**src/rtl/sclock_gen_if.sv**
```systemverilog
// Control and status bundle for sclock_gen: enable/clear/fast-mode inputs and
// the derived seconds waveforms plus phase counter.
interface sclock_gen_if #(
  parameter int CW = 25
);
  logic          en;
  logic          sync_clr;
  logic          fast;
  logic          clk_1hz;
  logic          tick_1hz;
  logic          blink_2hz;
  logic [CW-1:0] phase;

  modport master (
    output en, sync_clr, fast,
    input  clk_1hz, tick_1hz, blink_2hz, phase
  );

  modport slave (
    input  en, sync_clr, fast,
    output clk_1hz, tick_1hz, blink_2hz, phase
  );
endinterface

```
**src/rtl/sclock_gen.sv**
```systemverilog
// Seconds timebase: divides the board clock into a 1 Hz square wave, tick and
// 2 Hz blink strobe. Define SCLOCK_FAST_EN to enable the fast-set divider.
module sclock_gen #(
  parameter int CLK_HZ   = 27_000_000,
  parameter int TICK_HZ  = 1,
  parameter int FAST_MUL = 60
) (
  input  logic         clk_27Mhz,
  input  logic         reset_n,
  sclock_gen_if.slave  bus
);
  localparam int DIV   = CLK_HZ / TICK_HZ;
  localparam int DIV_F = DIV / FAST_MUL;
  localparam int CW    = $clog2(DIV);

  if (DIV < 8) begin : g_chk_div_min
    $error("sclock_gen: DIV must be >= 8");
  end
  if (DIV % 4 != 0) begin : g_chk_div_q
    $error("sclock_gen: DIV must be a multiple of 4");
  end
  if (DIV % FAST_MUL != 0) begin : g_chk_div_f
    $error("sclock_gen: DIV must be a multiple of FAST_MUL");
  end
  if (DIV_F < 4) begin : g_chk_divf_min
    $error("sclock_gen: DIV_F must be >= 4");
  end

  localparam logic [CW-1:0] PH_ONE = CW'(1'b1);
  localparam logic [CW-1:0] TERM_N = CW'(DIV - 1);
  localparam logic [CW-1:0] HALF_N = CW'(DIV / 2);
  localparam logic [CW-1:0] QTR_N  = CW'(DIV / 4);
`ifdef SCLOCK_FAST_EN
  localparam logic [CW-1:0] TERM_F = CW'(DIV_F - 1);
  localparam logic [CW-1:0] HALF_F = CW'(DIV_F / 2);
  localparam logic [CW-1:0] QTR_F  = CW'(DIV_F / 4);
`endif

  logic [CW-1:0] phase_r;
  logic          clk_r;
  logic          tick_r;
  logic          blink_r;

  logic [CW-1:0] term_s;
  logic [CW-1:0] half_s;
  logic [CW-1:0] qtr_s;
  logic          wrap_s;
  logic [CW-1:0] phase_nx_s;
  logic [CW-1:0] fold_s;
  logic          clk_nx_s;
  logic          blink_nx_s;

  // Next phase and the waveforms it implies; >= on TERM also catches an
  // out-of-range phase left over from a switch into fast mode.
  always_comb begin
    term_s = TERM_N;
    half_s = HALF_N;
    qtr_s  = QTR_N;
`ifdef SCLOCK_FAST_EN
    if (bus.fast) begin
      term_s = TERM_F;
      half_s = HALF_F;
      qtr_s  = QTR_F;
    end else begin
      term_s = TERM_N;
      half_s = HALF_N;
      qtr_s  = QTR_N;
    end
`endif
    wrap_s = (phase_r >= term_s);
    if (wrap_s) begin
      phase_nx_s = '0;
    end else begin
      phase_nx_s = phase_r + PH_ONE;
    end
    // phase_nx_s never exceeds TERM, so mod HALF is a single conditional subtract
    if (phase_nx_s >= half_s) begin
      clk_nx_s = 1'b1;
      fold_s   = phase_nx_s - half_s;
    end else begin
      clk_nx_s = 1'b0;
      fold_s   = phase_nx_s;
    end
    blink_nx_s = (fold_s >= qtr_s);
  end

  // Phase counter and registered outputs; clear beats enable.
  always_ff @(posedge clk_27Mhz or negedge reset_n) begin
    if (!reset_n) begin
      phase_r <= '0;
      clk_r   <= 1'b0;
      tick_r  <= 1'b0;
      blink_r <= 1'b0;
    end else if (bus.sync_clr) begin
      phase_r <= '0;
      clk_r   <= 1'b0;
      tick_r  <= 1'b0;
      blink_r <= 1'b0;
    end else if (bus.en) begin
      phase_r <= phase_nx_s;
      clk_r   <= clk_nx_s;
      tick_r  <= wrap_s;
      blink_r <= blink_nx_s;
    end else begin
      tick_r  <= 1'b0;
    end
  end

  assign bus.phase     = phase_r;
  assign bus.clk_1hz   = clk_r;
  assign bus.tick_1hz  = tick_r;
  assign bus.blink_2hz = blink_r;
endmodule

```
**src/flat_wrapper.sv**
```systemverilog
// flat-port wrapper written by rule: the top's interface ports become plain ports
module sclock_gen_flat 
#(
  parameter int CLK_HZ   = 27_000_000,
  parameter int TICK_HZ  = 1,
  parameter int FAST_MUL = 60
)
  (clk_27Mhz, reset_n, bus_en, bus_sync_clr, bus_fast, bus_clk_1hz, bus_tick_1hz, bus_blink_2hz, bus_phase);
  sclock_gen_if bus_i ();
  input  logic clk_27Mhz;
  input  logic reset_n;
  input wire logic [$bits(bus_i.en)-1:0] bus_en;
  input wire logic [$bits(bus_i.sync_clr)-1:0] bus_sync_clr;
  input wire logic [$bits(bus_i.fast)-1:0] bus_fast;
  output wire logic [$bits(bus_i.clk_1hz)-1:0] bus_clk_1hz;
  output wire logic [$bits(bus_i.tick_1hz)-1:0] bus_tick_1hz;
  output wire logic [$bits(bus_i.blink_2hz)-1:0] bus_blink_2hz;
  output wire logic [$bits(bus_i.phase)-1:0] bus_phase;
  assign bus_i.en = bus_en;
  assign bus_i.sync_clr = bus_sync_clr;
  assign bus_i.fast = bus_fast;
  assign bus_clk_1hz = bus_i.clk_1hz;
  assign bus_tick_1hz = bus_i.tick_1hz;
  assign bus_blink_2hz = bus_i.blink_2hz;
  assign bus_phase = bus_i.phase;
  sclock_gen #(.CLK_HZ(CLK_HZ), .TICK_HZ(TICK_HZ), .FAST_MUL(FAST_MUL)) u_core (.clk_27Mhz(clk_27Mhz), .reset_n(reset_n), .bus(bus_i));
endmodule
```
**config.mk**
```make
export PLATFORM = sky130hd
export DESIGN_NAME = sclock_gen_flat
export DESIGN_NICKNAME = d
export VERILOG_FILES = /design/src/rtl/sclock_gen_if.sv /design/src/rtl/sclock_gen.sv /design/src/flat_wrapper.sv
export SDC_FILE = /design/constraint.sdc
export NUM_CORES = 1
export LEC_CHECK = 0
export ABC_CLOCK_PERIOD_IN_PS = 9300
export CAP_MARGIN = 20
export CORE_MARGIN = 2
export CORE_UTILIZATION = 60
export DETAILED_ROUTE_END_ITERATION = 8
export GPL_TIMING_DRIVEN = 0
export PLACE_DENSITY = 0.84
export RECOVER_POWER = 25
export SLEW_MARGIN = 20
export SYNTH_ARGS = -nofsm -noshare
export SYNTH_HDL_FRONTEND = slang
export SYNTH_SLANG_ARGS = --single-unit
```
**constraint.sdc**
```tcl
create_clock -name clk_27Mhz -period 9.3 [get_ports clk_27Mhz]
set_input_delay 1.86 -clock clk_27Mhz [delete_from_list [all_inputs] [get_ports clk_27Mhz]]
set_output_delay 1.86 -clock clk_27Mhz [all_outputs]
set_load 0.005 [all_outputs]
```
Yosys cells after proc, flatten, opt, wreduce, memory -nomap -nowiden
Index checks and enable logic that the tools add are counted.
{ "word_totals": {"in_bits": 5, "output_inout_bits": 28, "register_bits": 28} }
{ "op_classes": {"reduce_logical": 1, "magnitude_cmp": 3, "addsub": 2, "muxes": 11} }
{ "ops": {"columns": ["op", "count"], "rows": [
  ["$mux W25", 4],
  ["$add A25 B1 Y25 const B", 1],
  ["$ge A25 B23 Y1 const B", 1],
  ["$ge A25 B24 Y1 const B", 1],
  ["$ge A25 B25 Y1 const B", 1],
  ["$sub A25 B24 Y25 const B", 1],
  ["$mux W1", 7],
  ["$reduce_bool A2 Y1", 1]
]} }

Logic depth before layout (Yosys ltp)
{ "logic_depth": {"word_depth": 7, "mapped_depth": 20, "mapped_depth_nobuf": 16} }

Worst setup path before layout
No wires, ideal clock.
{ "synth_path": {"path_type": "reg2reg", "start": "register u_core.phase_r[1], in the netlist u_core.bus.phase[1]", "end": "register u_core.blink_r, in the netlist u_core.bus.blink_2hz", "stages_incl_launch_ff": 20, "setup_ns": 0.101, "arrival_time_ns": 3.983, "path_buffers": 4, "slack_ns": 5.216, "cell_sequence": "dfrtp_1 ha_1 clkbuf_2 a21oi_1 o21ai_0 and4b_1 or2_2 clkbuf_1 clkbuf_8 buf_4 nor2_1 ha_1 nor4_1 a41oi_1 or2_2 a21o_2 or4_1 a21oi_1 a211oi_1 o32ai_1"} }
{ "synth_via": {"elab_chain_cells": 7, "elab_cells_between_ends": 9, "classes_between": "add/sub (2); order compare (3); mux (4)"} }
{ "synth_rtl": {"columns": ["item", "line_no", "source"], "rows": [
  ["start: declaration", "sclock_gen.sv:39", "logic [CW-1:0] phase_r;"],
  ["start signal: assignment", "sclock_gen.sv:100", "phase_r <= phase_nx_s;"],
  ["$add A25 B1 Y25 or $ge A25 B25 Y1 (tied branches)", "sclock_gen.sv:74, sclock_gen.sv:70", null],
  ["$mux W25 (*)", "sclock_gen.sv:71", "if (wrap_s) begin"],
  ["$sub A25 B24 Y25 or $ge A25 B24 Y1 (tied branches)", "sclock_gen.sv:79, sclock_gen.sv:77", null],
  ["$mux W25 (*)", "sclock_gen.sv:77", "if (phase_nx_s >= half_s) begin"],
  ["$ge A25 B23 Y1 (*)", "sclock_gen.sv:84", "blink_nx_s = (fold_s >= qtr_s);"],
  ["$mux W1 (*)", "sclock_gen.sv:99", "end else if (bus.en) begin"],
  ["$mux W1 (*)", "sclock_gen.sv:94", "end else if (bus.sync_clr) begin"],
  ["end signal: assignment", "sclock_gen.sv:103", "blink_r <= blink_nx_s;"],
  ["end: declaration", "sclock_gen.sv:42", "logic blink_r;"]
]} }
Mark *: on every way between the ends. The rest lies on a longest branch, timed or not. The select of a mux whose other input is x is not followed.
A chain may end at the register's enable or synchronous reset.

Worst setup path in the final report
{ "layout_path": {"start": "register u_core.phase_r[0], in the netlist u_core.bus.phase[0]", "end": "register u_core.blink_r, in the netlist u_core.bus.blink_2hz"} }
The elaborated chain is that of the path after synthesis.

==> summary.txt <==
Sum Neg Setup Slack = 0 ns
Max_cap viols = 1
Clock buffer depth = 2
RR Endpoint = u_core.bus.blink_2hz
GPL Wtd Cong = 0.978
Clock Latency Late Sink = 0.29 ns
CP Data Arrival Time = 5.22 ns
CP Capture Type = flop
Port Buf Inserts = 31
Cell count of the worst reg-to-reg path = 20
P_sw = 0.0567 mW
Combinational Power Share = 0.086
Finished Layout Cells = 488
Peak supply drop = 0.0648 mV
Setup Viol. Count Final = 0
EDFF count, synth = 0
GRT Total Usage = 0.344
Net Sw Frac = 0.254
1st-pass router iterations = 5
Startpoint Class = flop
Leakage = 1.37 nW
CTS H-Tree Depth = 1
Required @ worst endpoint = 9.45 ns
Avg Synthesized Cell Area = 7.92 um^2
Failing checks = max-capacitance violations, max-slew violations
Mapped Cells = 386
Crit-path max FO = 10
Hold Path Class = flop to flop
DR vias = 3,245
Die area = 5680 um^2
Hold Violations, Final = 0
Worst Tran Pin Value = 1.63 ns
Status = complete, but fails checks
Clock-pin slew on the worst setup and hold paths = 0.11 ns
CTS tree = done
Critical path type = flop to flop
Global-route wire length before repair = 14,700 um
Vias per cell = 6.65
Initial antenna violation count = 0
Clk sink count = 28
Largest cells by area after synthesis = dfrtp_1, nor2_1, nand3_1, mux2i_1, a21oi_1
PD cells = 63.8 nW/um^2
Yosys reg bits = 28
Yosys top cell area share = 0.229
Sequential area share after synthesis = 0.229
Post-Syn Nets = 393
DRC = 0
Final worst path period share = 0.546
Top_reg_cell synth = dfrtp_1
Crit path to = u_core.bus.blink_2hz
Dpl hpwl = 6940 um
1st-iter DRT viols = 325
Layout cells sized above 1 = 0.135
Netlist cell types = 77
Ys async rst share = 1.00
Synth warn = 0
Reg-to-reg slack, setup = 4.22 ns
Core Area = 4820 um^2
Initial core utilization = 0.634
DRT Wirelength = 9360 um
Ant diodes = 0
Worst r2r src = u_core.bus.phase[0]
Reg power frac = 0.556
Cell accounting for the most synthesized area = dfrtp_1
Internal Power = 0.166 mW
Number of global-route vias before repair = 2,905
Worst Hold Launch = u_core.bus.clk_1hz
Post-CTS Setup Bufs = 0
Root Buffer = clkbuf_8
Fmax = 197 MHz
Pin count of the biggest net entering global routing = 29
Synthesis-to-layout area growth = 14.5%
Mapped cell area = 3060 um^2
Slew Limit Fails = 29
Worst Skew = 0.0102 ns
DRT antenna net count = 0
Crit path launch = u_core.bus.phase[0]
Relative slew slack = -0.0899
Rows = 25
Hold_buf cts = 0
Unrepaired setup endpoints after global routing = false
Grt total ovfl = 0
Dpl cells = 484
Die X = 75.4 um
TritonCTS buffer count = 3
Top-count cell post-synth = nor2_1
WL per Instance = 19.2 um
Clock power share = 0.358
IO Pins = 33
List of most frequent post-synthesis cells = nor2_1, dfrtp_1, nand2_1, nand3_1, a21oi_1
Chip height = 75.4 um
Layout net count = 429
Tmin final = 5.08 ns
CTS resizes = 0
[per-stage QoR]
step | instance area (um^2) | hold WS [ns] | setup slack, ns | total power [mW] | utilization
CTS | 3500 | 0.546 | 4.36 | 0.224 | 0.726
detailed placement | 3440 | 0.522 | 4.38 | 0.145 | 0.715
floorplan | 3060 | 0.511 | 5.22 | 0.135 | -
finish | 3500 | 0.542 | 4.22 | 0.223 | 0.726
global placement | 3450 | 0.507 | 4.45 | 0.145 | 0.716
global route | 3500 | 0.563 | 4.04 | 0.229 | 0.726
[worst max-delay path: stages, from the launching register on]
cell and delay [ns]:
dfrtp_1 0.51, ha_1 0.25, clkbuf_2 0.20, a21oi_1 0.33, o21ai_0 0.14, and4b_1 0.20, or2_2 0.27, clkbuf_1 0.21
clkbuf_8 0.23, buf_4 0.20, nor2_1 0.16, ha_1 0.24, inv_1 0.08, a41oi_1 0.40, nand3_1 0.21, nor3_1 0.28
o21ai_0 0.20, and4b_4 0.39, nor4_4 0.05, a211oi_1 0.25, o32ai_1 0.13
[cells in the final DEF, fill, tap and decap left out, types with 4 or more instances in the layout]
master and instances:
clkdlybuf4s50_1 30, and2_1 5, nand2b_1 8, nand4_1 10, nor2_1 50, clkbuf_1 10
clkbuf_8 8, buf_2 7, xnor2_1 10, nor2b_1 4, nor3_1 12, nand4_4 4
mux2i_1 11, nand3_1 23, or3_1 5, nor3b_1 5, dfrtp_1 28, a31oi_1 9
buf_6 6, o211ai_1 5, inv_1 6, a21oi_1 21, nand3b_1 5, o21ai_0 18
xor2_1 7, nor4_1 8, or2_2 4, and3_1 6, and4_1 4, nand2_1 27
[registers in the layout, summed over array words and instances (netlist names)]
signal                count
u_core.bus.blink_2hz      1
u_core.bus.clk_1hz        1
u_core.bus.phase         25
u_core.bus.tick_1hz       1
[how the worst min path moves through the flow]
stage,cells past startpoint,endpoint,slack [ns]
3_5_place_dp,2,u_core.bus.clk_1hz,0.52
5_1_grt,2,u_core.bus.clk_1hz,0.56
2_1_floorplan,2,u_core.bus.clk_1hz,0.51
3_3_place_gp,2,u_core.bus.clk_1hz,0.51
6_report,2,u_core.bus.clk_1hz,0.54
4_1_cts,2,u_core.bus.clk_1hz,0.55
[final cells by class]
type | instances | area [um^2]
multi-input combinational | 320 | 2100
timing repair buffer | 31 | 304
tap | 67 | 83.8
inverter | 6 | 22.5
sequential | 28 | 701
fill | 416 | 1320
clock buffer | 4 | 55.1
buffer | 32 | 229
[power by group through the flow]
stage | clock network (mW) | logic, mW | registers, mW
4_1_cts | 0.0813 | 0.0190 | 0.124
6_report | 0.0800 | 0.0192 | 0.124
3_3_place_gp | 0 | 0.0189 | 0.126
2_1_floorplan | 0 | 0.00946 | 0.126
5_1_grt | 0.0840 | 0.0206 | 0.124
3_5_place_dp | 0 | 0.0190 | 0.126
[logic make-up after synthesis]
logic type                 Yosys count  synth area share
and+or+nand+nor                    202             0.399
AOI/OAI and AO/OA                   85             0.182
buffers and inverters               38            0.0823
DFF                                 28             0.229
xor gates and xnor gates            19            0.0594
muxes                               12            0.0397
adders and majority gates            2           0.00819
[metal layers]
layer	global-route usage	vias to the layer above	share of wire	wire (um)
met5	0	-	0	0
met4	0.107	0	0.024	227
met3	0.0542	21	0.10	976
met2	0.529	190	0.44	4150
met1	0.498	1540	0.43	4000
li1	-	1494	-	-
(Power assumes the default switching activity.)
